[src/rtl/score_display_ctrl_pkg.sv]
// rtl/score_display_ctrl_pkg.sv - shared BCD width and 7-segment cathode constants
package score_display_ctrl_pkg;

    localparam int BCD_W = 4;

    // Active-low cathodes ordered {g,f,e,d,c,b,a}
    localparam logic [6:0] SEG_BLANK = 7'b1111111;
    localparam logic [6:0] SEG_0     = 7'b1000000;
    localparam logic [6:0] SEG_1     = 7'b1111001;
    localparam logic [6:0] SEG_2     = 7'b0100100;
    localparam logic [6:0] SEG_3     = 7'b0110000;
    localparam logic [6:0] SEG_4     = 7'b0011001;
    localparam logic [6:0] SEG_5     = 7'b0010010;
    localparam logic [6:0] SEG_6     = 7'b0000010;
    localparam logic [6:0] SEG_7     = 7'b1111000;
    localparam logic [6:0] SEG_8     = 7'b0000000;
    localparam logic [6:0] SEG_9     = 7'b0010000;

endpackage

[src/rtl/seg7_decoder.sv]
// rtl/seg7_decoder.sv - BCD digit to active-low 7-segment cathodes, with blank override
module seg7_decoder
    import score_display_ctrl_pkg::*;
(
    input  logic [BCD_W-1:0] i_digit,
    input  logic             i_blank,
    output logic [6:0]       o_seg
);

    always_comb begin
        o_seg = SEG_BLANK;
        if (!i_blank) begin
            case (i_digit)
                4'd0:    o_seg = SEG_0;
                4'd1:    o_seg = SEG_1;
                4'd2:    o_seg = SEG_2;
                4'd3:    o_seg = SEG_3;
                4'd4:    o_seg = SEG_4;
                4'd5:    o_seg = SEG_5;
                4'd6:    o_seg = SEG_6;
                4'd7:    o_seg = SEG_7;
                4'd8:    o_seg = SEG_8;
                4'd9:    o_seg = SEG_9;
                default: o_seg = SEG_BLANK;
            endcase
        end
    end

endmodule

[src/rtl/score_display_ctrl.sv]
// rtl/score_display_ctrl.sv - saturating BCD score counter with multiplexed 7-segment scan
module score_display_ctrl
    import score_display_ctrl_pkg::*;
#(
    parameter int NUM_DIGITS          = 4,
    parameter int DIGIT_PERIOD_CYCLES = 131072,
    parameter bit BLANK_LEADING_ZEROS = 1'b1
) (
    input  logic                        clock_50Mhz,
    input  logic                        reset,
    input  logic                        score_inc,
    input  logic                        score_dec,
    input  logic                        score_clr,
    output logic [BCD_W*NUM_DIGITS-1:0] score_bcd,
    output logic                        overflow,
    output logic [NUM_DIGITS-1:0]       Anode_Activate,
    output logic [6:0]                  LED_out
);

    localparam int SCORE_W = BCD_W * NUM_DIGITS;
    localparam int PRESC_W = $clog2(DIGIT_PERIOD_CYCLES);
    localparam int IDX_W   = (NUM_DIGITS > 1) ? $clog2(NUM_DIGITS) : 1;
    localparam logic [PRESC_W-1:0] PRESC_LAST = PRESC_W'(DIGIT_PERIOD_CYCLES - 1);
    localparam logic [IDX_W-1:0]   IDX_LAST   = IDX_W'(NUM_DIGITS - 1);

    logic [SCORE_W-1:0]    r_score;
    logic                  r_overflow;
    logic [PRESC_W-1:0]    r_presc;
    logic [IDX_W-1:0]      r_idx;
    logic [NUM_DIGITS-1:0] r_anode;
    logic [6:0]            r_led;

    logic [SCORE_W-1:0]    w_score_inc;
    logic [SCORE_W-1:0]    w_score_dec;
    logic                  w_all_nines;
    logic                  w_is_zero;
    logic                  w_carry;
    logic                  w_borrow;
    logic [BCD_W-1:0]      w_digit;
    logic [BCD_W-1:0]      w_sel_digit;
    logic                  w_sel_blank;
    logic                  w_upper_zero;
    logic [6:0]            w_seg;
    logic [NUM_DIGITS-1:0] w_anode_next;

    // Ripple carry/borrow across the BCD digits; no arithmetic beyond single-nibble +-1
    always_comb begin
        w_score_inc = r_score;
        w_score_dec = r_score;
        w_all_nines = 1'b1;
        w_is_zero   = 1'b1;
        w_carry     = 1'b1;
        w_borrow    = 1'b1;
        w_digit     = '0;
        for (int i = 0; i < NUM_DIGITS; i++) begin
            w_digit = r_score[i*BCD_W +: BCD_W];
            if (w_digit != 4'd9) w_all_nines = 1'b0;
            if (w_digit != 4'd0) w_is_zero = 1'b0;
            if (w_carry) begin
                if (w_digit == 4'd9) begin
                    w_score_inc[i*BCD_W +: BCD_W] = 4'd0;
                end else begin
                    w_score_inc[i*BCD_W +: BCD_W] = w_digit + 4'd1;
                    w_carry = 1'b0;
                end
            end
            if (w_borrow) begin
                if (w_digit == 4'd0) begin
                    w_score_dec[i*BCD_W +: BCD_W] = 4'd9;
                end else begin
                    w_score_dec[i*BCD_W +: BCD_W] = w_digit - 4'd1;
                    w_borrow = 1'b0;
                end
            end
        end
    end

    always_ff @(posedge clock_50Mhz or posedge reset) begin
        if (reset) begin
            r_score    <= '0;
            r_overflow <= 1'b0;
        end else if (score_clr) begin
            r_score    <= '0;
            r_overflow <= 1'b0;
        end else if (score_inc && !score_dec) begin
            if (w_all_nines) r_overflow <= 1'b1;
            else             r_score    <= w_score_inc;
        end else if (score_dec && !score_inc) begin
            if (!w_is_zero) r_score <= w_score_dec;
        end
    end

    // Walk from the top digit down so "all digits at and above i are zero" accumulates
    always_comb begin
        w_sel_digit  = '0;
        w_sel_blank  = 1'b0;
        w_upper_zero = 1'b1;
        for (int i = NUM_DIGITS - 1; i >= 0; i--) begin
            if (r_score[i*BCD_W +: BCD_W] != 4'd0) w_upper_zero = 1'b0;
            if (IDX_W'(i) == r_idx) begin
                w_sel_digit = r_score[i*BCD_W +: BCD_W];
                w_sel_blank = BLANK_LEADING_ZEROS && (i != 0) && w_upper_zero;
            end
        end
    end

    assign w_anode_next = ~(NUM_DIGITS'(1) << r_idx);

    seg7_decoder u_seg7_decoder (
        .i_digit (w_sel_digit),
        .i_blank (w_sel_blank),
        .o_seg   (w_seg)
    );

    always_ff @(posedge clock_50Mhz or posedge reset) begin
        if (reset) begin
            r_presc <= '0;
            r_idx   <= '0;
            r_anode <= '1;
            r_led   <= SEG_BLANK;
        end else begin
            if (r_presc == PRESC_LAST) begin
                r_presc <= '0;
                r_idx   <= (r_idx == IDX_LAST) ? '0 : r_idx + 1'b1;
            end else begin
                r_presc <= r_presc + 1'b1;
            end
            r_anode <= w_anode_next;
            r_led   <= w_seg;
        end
    end

    assign score_bcd      = r_score;
    assign overflow       = r_overflow;
    assign Anode_Activate = r_anode;
    assign LED_out        = r_led;

endmodule

[config.mk]
export PLATFORM = sky130hd
export DESIGN_NAME = score_display_ctrl
export DESIGN_NICKNAME = d
export VERILOG_FILES = /design/src/rtl/score_display_ctrl_pkg.sv /design/src/rtl/seg7_decoder.sv /design/src/rtl/score_display_ctrl.sv
export SDC_FILE = /design/constraint.sdc
export NUM_CORES = 1
export LEC_CHECK = 0
export ABC_AREA = 1
export BUFFER_PORTS_ARGS = -buffer_cell sky130_fd_sc_hd__buf_2
export CORE_MARGIN = 2
export CORE_UTILIZATION = 64
export CTS_CLUSTER_DIAMETER = 150
export CTS_CLUSTER_SIZE = 40
export DETAILED_ROUTE_END_ITERATION = 16
export GPL_ROUTABILITY_DRIVEN = 0
export GPL_TIMING_DRIVEN = 0
export PLACE_DENSITY = 0.86
export RECOVER_POWER = 50
export REMOVE_ABC_BUFFERS = 1
export SLEW_MARGIN = 20
export SYNTH_ARGS = -nofsm -noshare
export SYNTH_HDL_FRONTEND = slang
export SYNTH_SLANG_ARGS = --single-unit
[constraint.sdc]
create_clock -name clock_50Mhz -period 6.4 [get_ports clock_50Mhz]
set_input_delay 1.28 -clock clock_50Mhz [delete_from_list [all_inputs] [get_ports clock_50Mhz]]
set_output_delay 1.28 -clock clock_50Mhz [all_outputs]
set_load 0.005 [all_outputs]
### After elaboration in Yosys (flattened, before gate mapping)

Memory sizes are Yosys's and may differ from the RTL's.
Cells that the tools add are included.

| cells by class | value |
|---|---|
| $mul | 0 |
| shift-type cells | 1 |
| order comparisons | 0 |
| reductions and logical operators | 24 |
| add/sub/neg operators | 10 |
| bitwise gates (word level) | 1 |
| equal/unequal tests | 18 |
| divide/modulo/power cells | 0 |
| muxes and demuxes | 54 |

Operators by type and width:

| cell | count |
|---|---|
| 2-to-1 mux 16 bit | 5 |
| 2-to-1 mux 4 bit | 18 |
| 2-to-1 mux 1 bit | 28 |
| adder 17 x 1 -> 17 bit, second input constant | 1 |
| == test 17 bit, second input constant | 1 |
| 2-to-1 mux 17 bit | 1 |
| adder 4 x 1 -> 4 bit, second input constant | 4 |
| == test 4 bit, second input constant | 4 |
| zero test 4 bit | 4 |
| inequality test 4 bit, second input constant | 4 |
| nonzero test 4 bit | 4 |
| subtractor 4 x 1 -> 4 bit, second input constant | 4 |
| AND reduction 5 bit | 3 |
| inequality test 3 x 2 -> 1 bit, second input constant | 4 |
| nonzero test 3 bit | 4 |
| 2-to-1 mux 7 bit | 1 |
| == test 2 bit, first input constant | 2 |
| inverter 4 bit | 1 |
| nonzero test 2 bit | 2 |
| left shift 1 x 2 -> 4 bit, first input constant | 1 |
| inequality test 3 bit, second input constant | 1 |
| AND reduction 3 bit | 1 |
| adder 2 x 1 -> 2 bit, second input constant | 1 |
| == test 1 x 2 -> 1 bit, first input constant | 1 |
| other kinds (6) | 8 |

| storage, ports and cells | value |
|---|---|
| memories | 1 |
| logic and storage cells | 118 |
| memory bits (writable) | 0 |
| latch bits | 0 |
| register bits after elaboration | 47 |
| output and inout bits | 28 |
| bits of input ports | 5 |
| memory bits (read-only) | 112 |

Memory list:

| name | depth | width | rd ports | clocked after memory_dff | wr ports | RTL line | RTL |
|---|---|---|---|---|---|---|---|
| (name not given) | 16 | 7 | 1 | 0 | 0 | seg7_decoder.sv:13 | `case (i_digit)` |

### Depth between registers and ports, before layout

Gate-level depths: netlist of run 1.

| logic depth | value |
|---|---|
| depth in word-level cells | 9 |
| gate-level depth with buffers | 13 |
| gate-level depth less buffers | 13 |

### Cells and area by module

From an unflattened synthesis of run 1, not the netlist that was laid out.

| unflattened totals | value |
|---|---|
| cell total of the unflattened synthesis | 404 |
| area, all modules | 3,024.2 um^2 |

Modules (own cells, without submodules):

| module | cells each | area each (um^2) | instances | sequential area each (um^2) |
|---|---|---|---|---|
| score_display_ctrl | 367 | 2,815.2 | 1 | 1,189.9 |
| seg7_decoder | 37 | 209.0 | 1 | 0.0 |

### Worst setup path before layout of run 1

OpenSTA, ideal clock, no wires.

| timing | value |
|---|---|
| path kind | input-to-reg |
| start point | input score_clr |
| end point | register r_score[7], in the netlist score_bcd[7] |
| library setup time | 0.118 ns |
| data arrival time | 2.183 ns |
| required time | 6.282 ns |
| buffers on the path | 2 |
| slack | 4.099 ns |
| stages on the path | 6 |
| cell sequence | buf_4 nor2_2 nand4_4 buf_6 nand4_1 nand2_1 |

| on the way | value |
|---|---|
| cells in the longest elaborated chain, start to end | 2 |
| elaborated cells on any way between the ends | 7 |
| those cells by class | 3 x eq/ne; 1 x mux; 3 x reduce/logical |

Ends and longest elaborated chain:

| what | RTL line | RTL |
|---|---|---|
| from (decl) | score_display_ctrl.sv:13 | `input logic score_clr,` |
| inequality test 3 x 2 -> 1 bit (no line), or another cell as far along | - |  |
| AND reduction 5 bit (no line) | - |  |
| to (signal assigned) | score_display_ctrl.sv:87 | `else r_score <= w_score_inc;` |
| to (signal assigned) | score_display_ctrl.sv:89 | `if (!w_is_zero) r_score <= w_score_dec;` |
| to (decl) | score_display_ctrl.sv:26 | `logic [SCORE_W-1:0] r_score;` |

Several ways; a longest one is shown, not always the timed one.
A chain may end at the register's enable or synchronous reset.

==> run_summary.xml, run 1 <==
<?xml version="1.0" encoding="UTF-8"?>
<metrics>
  <group name="synth">
    <metric name="post_synth_mux_area_share" unit="%">0</metric>
    <metric name="synth.ff_latch_count" unit="">47</metric>
    <metric name="synthesis.instances" unit="">424</metric>
    <metric name="number_of_flops_mapped_to_enable_cells_by_yosys" unit="">0</metric>
    <metric name="yosys.area_share.adder" unit="%">4.50</metric>
    <metric name="synth_top_family_by_area" unit="">simple AND/OR/NAND/NOR gates</metric>
    <metric name="synth-main-ff-cell" unit="">sky130_fd_sc_hd__dfrtp_1</metric>
    <metric name="synthDistinctLibCells" unit="">33</metric>
    <metric name="ys_top_cells_by_area" unit="">sky130_fd_sc_hd__dfrtp_1, sky130_fd_sc_hd__nand2_1, sky130_fd_sc_hd__dfstp_2</metric>
    <metric name="yosys.area_share.xor_xnor" unit="%">1.15</metric>
    <metric name="synth.yosys.warnings" unit="">0</metric>
    <metric name="yosysSeqAreaShare" unit="%">38.9</metric>
    <metric name="postSynthAreaPerCell" unit="µm²">7.21</metric>
    <metric name="yosysTopAreaCell" unit="">sky130_fd_sc_hd__dfrtp_1</metric>
    <metric name="asr_flop_ratio_synth" unit="%">100</metric>
    <metric name="synth_compound_area_share" unit="%">10.1</metric>
    <metric name="synthSimpleGateAreaFrac" unit="%">36.8</metric>
    <metric name="mapped_cell_area" unit="mm²">0.00306</metric>
    <metric name="synth_top_area_share" unit="%">29.5</metric>
  </group>
  <group name="critical_path">
    <metric name="setup.worst_path.class" unit="">input pin to asynchronous set/reset pin</metric>
    <metric name="crit_chain" unit="">buf_2, inv_1, clkbuf_1</metric>
    <metric name="reg2regPathDepth" unit="">13</metric>
    <metric name="setup.worst_path.end_class" unit="">asynchronous set/reset pin</metric>
    <metric name="crit_path_top_delay_cell" unit="">sky130_fd_sc_hd__clkbuf_1</metric>
    <metric name="crit_path_max_fanout" unit="">26</metric>
    <metric name="critPathArrivalTime" unit="ns">2.98</metric>
    <metric name="slowest_stage_delay_on_critical_path" unit="ns">1.00</metric>
    <metric name="worstSetupStartpointType" unit="">input pin</metric>
    <metric name="ff2ff_setup_slack" unit="ns">3.73</metric>
    <metric name="cp.required" unit="ns">6.60</metric>
  </group>
  <group name="clock_tree">
    <metric name="clock_insertion_delay_worst_skew" unit="ns">0.30</metric>
    <metric name="h_tree_depth" unit="">2</metric>
    <metric name="cts_made_buffers" unit="">5</metric>
    <metric name="cts-hold-fix-buffers" unit="">0</metric>
    <metric name="post_cts_buffers" unit="">0</metric>
    <metric name="cts_root_buf" unit="">sky130_fd_sc_hd__clkbuf_8</metric>
    <metric name="tritoncts" unit="">yes</metric>
    <metric name="cts_buffer_depth" unit="">2</metric>
    <metric name="cts.sink_count" unit="">47</metric>
    <metric name="post_cts_resize_count" unit="">0</metric>
    <metric name="clkSlewWorstSetupHoldPaths" unit="ns">0.07</metric>
  </group>
  <group name="hold_path">
    <metric name="min-delay-path-class" unit="">flop to flop</metric>
    <metric name="worst_hold_path.num_cells" unit="">1</metric>
  </group>
  <group name="cells_and_area">
    <metric name="final-seq-area" unit="mm²">0.00119</metric>
    <metric name="multi_input_area" unit="mm²">0.00160</metric>
    <metric name="finalNetCount" unit="">471</metric>
    <metric name="antenna_cells" unit="">0</metric>
    <metric name="fillers" unit="">380</metric>
    <metric name="layout-drive-gt1-share" unit="%">16.7</metric>
    <metric name="area_growth_syn_to_layout" unit="%">8.47</metric>
    <metric name="final_design_area_no_fill" unit="mm²">0.00332</metric>
  </group>
  <group name="drt">
    <metric name="vias_per_cell" unit="">5.53</metric>
    <metric name="route.vias.total" unit="">2818</metric>
    <metric name="first_pass_iters" unit="">5</metric>
    <metric name="first_iter_violations" unit="">215</metric>
    <metric name="routedWlPerCell" unit="µm">12.6</metric>
    <metric name="drt_drc_violations_left" unit="">0</metric>
    <metric name="drtAntennaViolNets" unit="">0</metric>
    <metric name="drt_wl_total" unit="µm">6410</metric>
  </group>
  <group name="placed_design">
    <metric name="detailed_place_hpwl" unit="µm">4760</metric>
    <metric name="placedInstanceArea" unit="mm²">0.00324</metric>
    <metric name="io_buffer_count" unit="">32</metric>
  </group>
  <group name="die">
    <metric name="design.die.area" unit="mm²">0.00535</metric>
    <metric name="pin_count" unit="">33</metric>
    <metric name="start_util" unit="%">65.6</metric>
    <metric name="core_ar" unit="mm²">0.00466</metric>
    <metric name="fp-row-count" unit="">25</metric>
    <metric name="die-height" unit="µm">73.1</metric>
    <metric name="die_x" unit="µm">73.1</metric>
  </group>
  <group name="pwr">
    <metric name="max-vdd-ir-drop" unit="mV">0.196</metric>
    <metric name="power.sequential.fraction" unit="%">43.2</metric>
    <metric name="p_comb_share" unit="%">39.3</metric>
    <metric name="static_leakage_power" unit="nW">1.79</metric>
    <metric name="power_switching_share" unit="%">41.6</metric>
    <metric name="clock_power_share" unit="%">17.6</metric>
    <metric name="total_switching_power" unit="mW">0.427</metric>
    <metric name="power.density" unit="mW/mm²">310</metric>
    <metric name="internal_power" unit="mW">0.601</metric>
  </group>
  <group name="sta">
    <metric name="timing.final.crit_period" unit="ns">2.77</metric>
    <metric name="final_setup_violations" unit="">0</metric>
    <metric name="max_freq" unit="GHz">0.361</metric>
    <metric name="timing_max_transition_violations_final" unit="">0</metric>
    <metric name="worst_hold_slack" unit="ns">0.458</metric>
    <metric name="fin_setup_tns" unit="ns">0</metric>
    <metric name="worst_slew_pin_slew" unit="ns">1.27</metric>
    <metric name="post-route-period-util" unit="%">43.3</metric>
    <metric name="finClkSkew" unit="ns">0.0141</metric>
    <metric name="report.final.hold_viol_count" unit="">0</metric>
    <metric name="slew-limit-headroom" unit="%">15.1</metric>
    <metric name="grt_setup_unrepaired" unit="">false</metric>
  </group>
  <group name="grt">
    <metric name="grt_use_total" unit="%">26.3</metric>
    <metric name="grt_pass1_vias" unit="">2511</metric>
    <metric name="grt_start_max_net_pins" unit="">27</metric>
    <metric name="grt_antenna_before_repair" unit="">0</metric>
    <metric name="grt_remaining_overflow" unit="">0</metric>
    <metric name="grt_pass1_wl" unit="µm">11100</metric>
  </group>
  <group name="status">
    <metric name="run_status" unit="">finished clean</metric>
  </group>
  <group name="flow_run">
    <metric name="timing.max_cap.violations" unit="">0</metric>
  </group>
</metrics>
[power groups by stage]
stage	clock, mW	combinational (mW)	sequential [mW]
6_report	0.181	0.404	0.444
4_1_cts	0.187	0.403	0.443
3_5_place_dp	0	0.400	0.449
5_1_grt	0.199	0.456	0.453
3_3_place_gp	0	0.390	0.445
2_1_floorplan	0	0.280	0.436
[cells by family after synthesis]
group           after synthesis
compound gates               56
xor+xnor                      4
fa+ha+maj                    11
buf+inv                      62
flops                        47
simple gates                244
[registers in the layout (all words and copies together) (netlist names)]
register and cells:
LED_out 7, r_presc 17, overflow 1, Anode_Activate 4
r_idx 2, score_bcd 16
[synth_stat cells (all sizes together) (2+ instances only)]
cell type / n
nand4: 17
a22oi: 2
or2: 3
ha: 11
a21oi: 17
o21ai: 29
nor3: 9
nand2: 126
dfrtp: 36
nand3: 35
o211ai: 4
xor2: 3
dfstp: 11
clkbuf: 2
inv: 53
nor2: 54
buf: 7
[cell type report]
cell class                 count  share of cell area, %
multi-input combinational    315                   48.4
inverter                      53                   6.00
clock inverter                 1                  0.151
tap                           54                   2.04
timing repair buffer          33                   4.94
sequential                    47                   35.9
clock buffer                   7                   2.60
[metal layers]
layer,vias to the layer above,GRT usage [%],part of all wire [%]
li1,1432,-,-
met1,1265,35.3,45
met2,108,43.6,47
met3,13,3.73,6.0
met4,0,8.85,1.8
met5,-,0,0
[layout by cell type (no fill, tap or decap), types with 2 or more instances in the layout]
cell,n
sky130_fd_sc_hd__a21oi_1,17
sky130_fd_sc_hd__a22oi_1,2
sky130_fd_sc_hd__buf_2,32
sky130_fd_sc_hd__clkbuf_1,2
sky130_fd_sc_hd__clkbuf_8,6
sky130_fd_sc_hd__dfrtp_1,36
sky130_fd_sc_hd__dfstp_2,11
sky130_fd_sc_hd__ha_1,11
sky130_fd_sc_hd__inv_1,51
sky130_fd_sc_hd__inv_2,2
sky130_fd_sc_hd__nand2_1,122
sky130_fd_sc_hd__nand2_2,3
sky130_fd_sc_hd__nand3_1,31
sky130_fd_sc_hd__nand3_2,4
sky130_fd_sc_hd__nand4_1,16
sky130_fd_sc_hd__nor2_1,43
sky130_fd_sc_hd__nor2_2,6
sky130_fd_sc_hd__nor2_4,5
sky130_fd_sc_hd__nor3_1,9
sky130_fd_sc_hd__o211ai_1,4
sky130_fd_sc_hd__o21ai_0,27
sky130_fd_sc_hd__or2_2,3
sky130_fd_sc_hd__xor2_1,3
[per-stage QoR]
step	power, mW	setup WS (ns)	utilization [%]	std cells
floorplan	0.716	3.92	-	415
global placement	0.835	3.46	69.1	501
detailed placement	0.848	3.47	69.5	502
CTS	1.03	3.74	71.5	510
global route	1.11	3.10	71.1	510
finish	1.03	3.63	71.1	510
[worst paths after layout]
path | start | end
worst min register to register | r_presc[0] | r_presc[0]
max in group clock_50Mhz | r_presc[0] | r_presc[15]
min in group asynchronous | reset | score_bcd[7]
worst max register to register | r_presc[0] | r_presc[15]
worst max-delay path | reset | score_bcd[12]
worst min-delay path | r_presc[0] | r_presc[0]
[critical path: cells and delay by family]
family | cells | cell delay, ns
buffers and inverters | 3 | 1.68
Note: power is estimated with default switching activity, not from simulation.
==> run 2: changes to the inputs <==
--- a/config.mk
+++ b/config.mk
@@ -8,13 +8,13 @@
 export ABC_AREA = 1
 export BUFFER_PORTS_ARGS = -buffer_cell sky130_fd_sc_hd__buf_2
 export CORE_MARGIN = 2
-export CORE_UTILIZATION = 64
+export CORE_UTILIZATION = 53
 export CTS_CLUSTER_DIAMETER = 150
 export CTS_CLUSTER_SIZE = 40
 export DETAILED_ROUTE_END_ITERATION = 16
 export GPL_ROUTABILITY_DRIVEN = 0
 export GPL_TIMING_DRIVEN = 0
-export PLACE_DENSITY = 0.86
+export PLACE_DENSITY = 0.76
 export RECOVER_POWER = 50
 export REMOVE_ABC_BUFFERS = 1
 export SLEW_MARGIN = 20
==> constraint.sdc (replaced) <==
create_clock -name clock_50Mhz -period 2.4 [get_ports clock_50Mhz]
set_input_delay 0.48 -clock clock_50Mhz [delete_from_list [all_inputs] [get_ports clock_50Mhz]]
set_output_delay 0.48 -clock clock_50Mhz [all_outputs]
set_load 0.005 [all_outputs]
==> run 2 against run 1 <==
Against the previous run:
- combinational power increased to 2.7 times the previous value
- total power increased to 2.8 times the previous value
- clock skew decreased by 0.0055 ns
- largest cell class unchanged
==> run_summary.xml, run 2 (synthesis gave the netlist of run 1 again) <==
<?xml version="1.0" encoding="UTF-8"?>
<metrics>
  <group name="critical_path">
    <metric name="critical_path.startpoint" unit="">r_idx[0]</metric>
    <metric name="setup.worst_path.end_class" unit="">flop</metric>
    <metric name="reg_to_reg_startpoint" unit="">r_idx[0]</metric>
    <metric name="setup.worst_path.class" unit="">flop to flop</metric>
    <metric name="critPathArrivalTime" unit="ns">2.41</metric>
    <metric name="cp.required" unit="ns">2.60</metric>
    <metric name="worstSetupStartpointType" unit="">flop</metric>
    <metric name="crit_path_max_fanout" unit="">8</metric>
  </group>
  <group name="sta">
    <metric name="post-route-period-util" unit="%">91.9</metric>
    <metric name="worst_hold_slack" unit="ns">0.218</metric>
    <metric name="final_setup_margin" unit="ns">0.193</metric>
    <metric name="grt_setup_unrepaired" unit="">false</metric>
    <metric name="timing_max_transition_violations_final" unit="">0</metric>
    <metric name="finClkSkew" unit="ns">0.00863</metric>
    <metric name="report.final.hold_viol_count" unit="">0</metric>
    <metric name="max_freq" unit="GHz">0.453</metric>
    <metric name="timing.final.crit_period" unit="ns">2.21</metric>
    <metric name="slew-limit-headroom" unit="%">41.3</metric>
    <metric name="worst_slew_pin_slew" unit="ns">0.877</metric>
    <metric name="final_setup_violations" unit="">0</metric>
  </group>
  <group name="die">
    <metric name="pin_count" unit="">33</metric>
    <metric name="design.die.area" unit="mm²">0.00639</metric>
    <metric name="fp-row-count" unit="">27</metric>
    <metric name="core_ar" unit="mm²">0.00554</metric>
    <metric name="die_x" unit="µm">79.9</metric>
    <metric name="die-height" unit="µm">79.9</metric>
    <metric name="start_util" unit="%">55.2</metric>
  </group>
  <group name="drt">
    <metric name="drt_drc_violations_left" unit="">0</metric>
    <metric name="drt_wl_total" unit="µm">6840</metric>
    <metric name="drtAntennaViolNets" unit="">0</metric>
    <metric name="routedWlPerCell" unit="µm">12.9</metric>
    <metric name="first_pass_iters" unit="">4</metric>
    <metric name="vias_per_cell" unit="">5.31</metric>
    <metric name="route.vias.total" unit="">2827</metric>
    <metric name="first_iter_violations" unit="">174</metric>
  </group>
  <group name="clock_tree">
    <metric name="cts-hold-fix-buffers" unit="">0</metric>
    <metric name="cts.sink_count" unit="">47</metric>
    <metric name="cts_root_buf" unit="">sky130_fd_sc_hd__clkbuf_8</metric>
    <metric name="tritoncts" unit="">yes</metric>
    <metric name="clock_insertion_delay_worst_skew" unit="ns">0.30</metric>
    <metric name="h_tree_depth" unit="">2</metric>
    <metric name="cts_made_buffers" unit="">5</metric>
    <metric name="clkSlewWorstSetupHoldPaths" unit="ns">0.09</metric>
    <metric name="cts_buffer_depth" unit="">2</metric>
  </group>
  <group name="placed_design">
    <metric name="io_buffer_count" unit="">32</metric>
    <metric name="place_inst" unit="">520</metric>
    <metric name="pre_cts_ws" unit="ns">-0.184</metric>
    <metric name="detailed_place_hpwl" unit="µm">4970</metric>
  </group>
  <group name="cells_and_area">
    <metric name="largest_register_ff_count" unit="">17</metric>
    <metric name="finalNetCount" unit="">475</metric>
    <metric name="antenna_cells" unit="">0</metric>
    <metric name="most_common_cell_after_layout_fill_and_taps_aside" unit="">sky130_fd_sc_hd__nand2_1</metric>
    <metric name="finish.cell_count_without_fillers" unit="">532</metric>
    <metric name="layout-drive-gt1-share" unit="%">18.9</metric>
    <metric name="layout_common_cells" unit="">sky130_fd_sc_hd__nand2_1, sky130_fd_sc_hd__inv_1, sky130_fd_sc_hd__nor2_1</metric>
    <metric name="area_growth_syn_to_layout" unit="%">11.5</metric>
    <metric name="largest_register" unit="">r_presc</metric>
  </group>
  <group name="grt">
    <metric name="grt_use_total" unit="%">22.7</metric>
    <metric name="grt_start_max_net_pins" unit="">35</metric>
    <metric name="grt_antenna_before_repair" unit="">0</metric>
    <metric name="grt_pass1_wl" unit="µm">11400</metric>
    <metric name="grt_pass1_vias" unit="">2643</metric>
    <metric name="grt_remaining_overflow" unit="">0</metric>
  </group>
  <group name="pwr">
    <metric name="static_leakage_power" unit="nW">1.80</metric>
    <metric name="power.density" unit="mW/mm²">840</metric>
    <metric name="max-vdd-ir-drop" unit="mV">0.433</metric>
  </group>
  <group name="flow_run">
    <metric name="timing.max_cap.violations" unit="">0</metric>
  </group>
  <group name="hold_path">
    <metric name="min-delay-path-class" unit="">input pin to asynchronous set/reset pin</metric>
  </group>
  <group name="status">
    <metric name="run_status" unit="">finished clean</metric>
  </group>
</metrics>
-- run 2: cell count changes in the layout (fill, tap and decap cells not counted), moves of 2 or more --
cell | previous run | this run
sky130_fd_sc_hd__buf_4 | 0 | 4
sky130_fd_sc_hd__buf_2 | 32 | 29
sky130_fd_sc_hd__ha_1 | 11 | 8
sky130_fd_sc_hd__ha_2 | 0 | 3
sky130_fd_sc_hd__nor2_1 | 43 | 41
sky130_fd_sc_hd__nor2_2 | 6 | 8
-- run 2: path summary, 6_finish.rpt --
| path | endpoint | slack, ns | cells after the start |
|---|---|---|---|
| max | LED_out[3] | 0.19 | 11 |
| min | overflow | 0.22 | 2 |
| max reg2reg | LED_out[3] | 0.19 | 11 |
| min reg2reg | r_presc[0] | 0.47 | 1 |
| max in group asynchronous | score_bcd[11] | 1.03 | 3 |
| min in group clock_50Mhz | r_presc[0] | 0.47 | 1 |
-- run 2: metal layers --
layer	up-vias	GRT usage [%]	routed length, µm
li1	1441	-	-
met1	1316	29.7	3210
met2	62	37.8	3330
met3	8	3.85	228
met4	0	8.14	70
met5	-	0	0
-- run 2: layout make-up --
class / count / area (µm²)
Clock inverter: 3 / 43.8
Sequential cell: 47 / 1190
Clock buffer: 5 / 68.8
Tap cell: 72 / 90.1
Multi-Input combinational cell: 315 / 1620
Timing Repair Buffer: 37 / 191
Inverter: 53 / 199
Fill cell: 519 / 2130
-- run 2: per-stage QoR --
stage	utilization (%)	cell area, µm²	power, mW	setup TNS, ns
6_report	61.5	3410	2.86	0
5_1_grt	61.5	3410	3.11	0
4_1_cts	61.2	3390	2.86	0
3_5_place_dp	58.9	3260	2.27	-1.35
3_3_place_gp	58.5	3240	2.23	-1.46
2_1_floorplan	-	2990	1.91	0
-- run 2: power breakdown --
part | total (mW) | internal (mW) | switching (mW)
clock network | 0.582 | 0.310 | 0.271
logic | 1.09 | 0.412 | 0.681
registers | 1.19 | 0.966 | 0.222
-- run 2: critical path, stage by stage (launching register included) --
cell and delay, ns:
sky130_fd_sc_hd__dfrtp_1 0.42, sky130_fd_sc_hd__inv_1 0.13, sky130_fd_sc_hd__ha_2 0.25, sky130_fd_sc_hd__inv_2 0.09, sky130_fd_sc_hd__o21ai_0 0.20, sky130_fd_sc_hd__nand3_1 0.12, sky130_fd_sc_hd__nand2_2 0.13, sky130_fd_sc_hd__inv_1 0.10
sky130_fd_sc_hd__ha_1 0.22, sky130_fd_sc_hd__or2_2 0.30, sky130_fd_sc_hd__nand3_1 0.07, sky130_fd_sc_hd__nand3_1 0.08
-- run 2: repair_timing --
item / in CTS / in global routing
buffers inserted: 1 / 3
setup endpoints to repair: 10 / 18
pin swaps: 1 / 1
resized for setup: 2 / 5
==> run 3: changes to the inputs <==
--- a/config.mk
+++ b/config.mk
@@ -20,4 +20,5 @@
 export SLEW_MARGIN = 20
 export SYNTH_ARGS = -nofsm -noshare
 export SYNTH_HDL_FRONTEND = slang
+export SYNTH_HIERARCHICAL = 1
 export SYNTH_SLANG_ARGS = --single-unit
==> run 3 against run 2 <==
Against the previous run:
- flip-flop and latch count stayed put
- clock skew is 0.0016 ns lower
- global-route usage shrank 0.48 points
- utilization grew 0.51 points
- count of clock-buffer cells in the layout is the same
- synthesized cell count shrank 4.7%
- sequential share of layout area fell by 0.077 points
- wire length shrank 4.2%
- die area decreased by 1.0%
- sequential power about the same
- critical path type unchanged
==> run_summary.xml, run 3 <==
<?xml version="1.0" encoding="UTF-8"?>
<metrics>
  <group name="synth">
    <metric name="synthTopCellsByCount" unit="">sky130_fd_sc_hd__nand2_1, sky130_fd_sc_hd__inv_1, sky130_fd_sc_hd__nor2_1, sky130_fd_sc_hd__dfrtp_1, sky130_fd_sc_hd__o21ai_0</metric>
    <metric name="yosysTopAreaCell" unit="">sky130_fd_sc_hd__dfrtp_1</metric>
    <metric name="ys_top_cells_by_area" unit="">sky130_fd_sc_hd__dfrtp_1, sky130_fd_sc_hd__nand2_1, sky130_fd_sc_hd__dfstp_2</metric>
    <metric name="postSynthAreaPerCell" unit="µm²">7.49</metric>
    <metric name="synth.ff_latch_count" unit="">47</metric>
    <metric name="synth-main-ff-cell" unit="">sky130_fd_sc_hd__dfrtp_1</metric>
    <metric name="most_common_cell_in_the_netlist" unit="">sky130_fd_sc_hd__nand2_1</metric>
    <metric name="mapped_cell_area" unit="mm²">0.00302</metric>
    <metric name="synth.yosys.warnings" unit="">6</metric>
    <metric name="asr_flop_ratio_synth" unit="%">100</metric>
    <metric name="synthesis.instances" unit="">404</metric>
    <metric name="number_of_flops_mapped_to_enable_cells_by_yosys" unit="">0</metric>
    <metric name="synthDistinctLibCells" unit="">40</metric>
    <metric name="yosysSeqAreaShare" unit="%">39.3</metric>
    <metric name="synth_top_area_share" unit="%">29.8</metric>
  </group>
  <group name="die">
    <metric name="start_util" unit="%">54.9</metric>
    <metric name="fp-row-count" unit="">27</metric>
    <metric name="pin_count" unit="">33</metric>
    <metric name="core_ar" unit="mm²">0.00551</metric>
    <metric name="design.die.area" unit="mm²">0.00633</metric>
    <metric name="die-height" unit="µm">79.5</metric>
    <metric name="die_x" unit="µm">79.5</metric>
  </group>
  <group name="critical_path">
    <metric name="reg_to_reg_startpoint" unit="">r_idx[0]</metric>
    <metric name="cp.required" unit="ns">2.64</metric>
    <metric name="critPathArrivalTime" unit="ns">2.41</metric>
    <metric name="timing.rr.end" unit="">LED_out[3]</metric>
    <metric name="worstSetupStartpointType" unit="">flop</metric>
    <metric name="cp-endpoint" unit="">LED_out[3]</metric>
    <metric name="critical_path.startpoint" unit="">r_idx[0]</metric>
    <metric name="reg2regPathDepth" unit="">11</metric>
    <metric name="slowest_stage_delay_on_critical_path" unit="ns">0.41</metric>
    <metric name="crit_path_max_fanout" unit="">7</metric>
    <metric name="crit_path_top_delay_cell" unit="">sky130_fd_sc_hd__dfrtp_1</metric>
    <metric name="crit_chain" unit="">inv_1, ha_4, inv_1, a31oi_2, o21ai_0, o22ai_2, inv_1, ha_1, nand2_1, nand3_1, nand2_1</metric>
    <metric name="ff2ff_setup_slack" unit="ns">0.23</metric>
    <metric name="top_cell_by_count_worst_path" unit="">sky130_fd_sc_hd__inv_1</metric>
    <metric name="setup.worst_path.class" unit="">flop to flop</metric>
    <metric name="setup.worst_path.end_class" unit="">flop</metric>
  </group>
  <group name="sta">
    <metric name="timing_max_transition_violations_final" unit="">0</metric>
    <metric name="finClkSkew" unit="ns">0.00699</metric>
    <metric name="post-route-period-util" unit="%">90.3</metric>
    <metric name="max_freq" unit="GHz">0.461</metric>
    <metric name="final_setup_violations" unit="">0</metric>
    <metric name="report.final.hold_viol_count" unit="">0</metric>
    <metric name="timing.final.crit_period" unit="ns">2.17</metric>
    <metric name="worst_slew_pin_slew" unit="ns">1.13</metric>
    <metric name="grt_setup_unrepaired" unit="">false</metric>
    <metric name="slew-limit-headroom" unit="%">24.7</metric>
  </group>
  <group name="cells_and_area">
    <metric name="largest_register" unit="">r_presc</metric>
    <metric name="largest_register_ff_count" unit="">17</metric>
    <metric name="finalNetCount" unit="">461</metric>
    <metric name="most_common_cell_after_layout_fill_and_taps_aside" unit="">sky130_fd_sc_hd__nand2_1</metric>
    <metric name="layout-drive-gt1-share" unit="%">21.5</metric>
    <metric name="fillers" unit="">508</metric>
    <metric name="final-seq-area" unit="mm²">0.00119</metric>
    <metric name="multi_input_area" unit="mm²">0.00165</metric>
    <metric name="area_growth_syn_to_layout" unit="%">12.9</metric>
    <metric name="layout_common_cells" unit="">sky130_fd_sc_hd__nand2_1, sky130_fd_sc_hd__inv_1, sky130_fd_sc_hd__nor2_1</metric>
    <metric name="antenna_cells" unit="">0</metric>
    <metric name="finish.cell_count_without_fillers" unit="">518</metric>
  </group>
  <group name="grt">
    <metric name="grt_pass1_vias" unit="">2605</metric>
    <metric name="grt_start_max_net_pins" unit="">28</metric>
    <metric name="grt_antenna_before_repair" unit="">0</metric>
    <metric name="grt_remaining_overflow" unit="">0</metric>
    <metric name="grt_pass1_wl" unit="µm">11200</metric>
    <metric name="grt_use_total" unit="%">22.3</metric>
  </group>
  <group name="status">
    <metric name="run_status" unit="">finished clean</metric>
  </group>
  <group name="drt">
    <metric name="route.vias.total" unit="">2704</metric>
    <metric name="routedWlPerCell" unit="µm">12.6</metric>
    <metric name="vias_per_cell" unit="">5.22</metric>
    <metric name="drt_drc_violations_left" unit="">0</metric>
    <metric name="drt_wl_total" unit="µm">6550</metric>
    <metric name="first_pass_iters" unit="">4</metric>
    <metric name="first_iter_violations" unit="">127</metric>
    <metric name="drtAntennaViolNets" unit="">0</metric>
  </group>
  <group name="clock_tree">
    <metric name="tritoncts" unit="">yes</metric>
    <metric name="cts.sink_count" unit="">47</metric>
    <metric name="clock_insertion_delay_worst_skew" unit="ns">0.31</metric>
    <metric name="h_tree_depth" unit="">2</metric>
    <metric name="cts-hold-fix-buffers" unit="">0</metric>
    <metric name="cts_made_buffers" unit="">5</metric>
    <metric name="cts_buffer_depth" unit="">2</metric>
    <metric name="cts_root_buf" unit="">sky130_fd_sc_hd__clkbuf_8</metric>
    <metric name="clkSlewWorstSetupHoldPaths" unit="ns">0.09</metric>
  </group>
  <group name="pwr">
    <metric name="total_power" unit="mW">2.86</metric>
    <metric name="power.density" unit="mW/mm²">838</metric>
    <metric name="max-vdd-ir-drop" unit="mV">0.486</metric>
    <metric name="static_leakage_power" unit="nW">1.73</metric>
  </group>
  <group name="flow_run">
    <metric name="timing.max_cap.violations" unit="">0</metric>
  </group>
  <group name="hold_path">
    <metric name="min-delay-path-class" unit="">input pin to asynchronous set/reset pin</metric>
  </group>
  <group name="placed_design">
    <metric name="io_buffer_count" unit="">32</metric>
    <metric name="place_inst" unit="">504</metric>
    <metric name="detailed_place_hpwl" unit="µm">4910</metric>
  </group>
</metrics>
==> run 3: cell count changes in the layout (fill, tap and decap cells not counted), sizes merged, moves of 4 or more <==
cell / delta
nor2: +4
buf: +5
nand2: -15
o21ai: +5
nand4: -13
xor2: +6
==> run 3: worst min-delay path by stage <==
stage                           from          to  slack [ns]  cells past startpoint
final                          reset  r_presc[5]        0.38                      2
after global routing           reset  r_presc[2]        0.49                      2
after CTS                      reset  r_presc[5]        0.24                      2
after detailed placement  r_presc[0]  r_presc[0]        0.45                      1
after global placement    r_presc[0]  r_presc[0]        0.45                      1
after floorplan           r_presc[0]  r_presc[0]        0.42                      1
==> run 3: per-layer routing <==
| metal | wire length (µm) | global-route usage (%) | up-vias | part of all wire (%) |
|---|---|---|---|---|
| li1 | - | - | 1382 | - |
| met1 | 3060 | 29.4 | 1242 | 47 |
| met2 | 3070 | 36.0 | 67 | 47 |
| met3 | 291 | 3.73 | 13 | 4.4 |
| met4 | 132 | 9.48 | 0 | 2.0 |
| met5 | 0 | 0 | - | 0 |
==> run 3: layout make-up <==
type	count	area share [%]
Timing Repair Buffer	39	6.12
Tap cell	72	2.64
Inverter	50	5.50
Sequential cell	47	34.8
Multi-Input combinational cell	302	48.2
Clock buffer	5	2.02
Clock inverter	3	0.696
==> run 3: where the power goes <==
part	switching (mW)	leakage, nW	internal, mW	total, mW
clock	0.285	0.0408	0.208	0.494
sequential	0.240	0.590	0.975	1.21
combinational	0.710	1.10	0.443	1.15
total	1.24	1.73	1.63	2.86
==> run 3: cells by family after synthesis <==
logic type | Yosys count | share of synthesized area, %
AND/OR/NAND/NOR | 215 | 33.3
AO/OA/AOI/OAI | 65 | 12.2
buffers and inverters | 55 | 7.41
flip-flops | 47 | 39.3
XOR/XNOR | 11 | 3.19
adder cells (fa/ha/maj) | 11 | 4.55
==> run 3: timing repair <==
action                     in CTS  in global routing
pin swaps                       1                  2
gates resized for setup         3                  5
setup endpoints to repair      12                 22
setup buffers                   2                  4
hold endpoints to repair        0                  0
==> run 3: worst max-delay path, delay by kind of cell (launching register included) <==
family / cells / cell delay [ns]
adders and majority gates: 2 / 0.49
AOI/OAI and AO/OA: 3 / 0.58
DFF: 1 / 0.41
buffers and inverters: 3 / 0.38
and+or+nand+nor: 3 / 0.22
==> run 3: metrics by stage <==
| stage | utilization, % | worst slack (ns) | setup TNS (ns) | cell area, µm² | hold WS (ns) |
|---|---|---|---|---|---|
| 2_1_floorplan | - | 0.241 | 0 | 2990 | 0.425 |
| 3_3_place_gp | 58.8 | -0.125 | -0.598 | 3240 | 0.445 |
| 3_5_place_dp | 59.3 | -0.222 | -1.23 | 3270 | 0.449 |
| 4_1_cts | 61.5 | 0.0164 | 0 | 3380 | 0.240 |
| 5_1_grt | 62.0 | 0.0145 | 0 | 3410 | 0.492 |
| 6_report | 62.0 | 0.232 | 0 | 3410 | 0.381 |
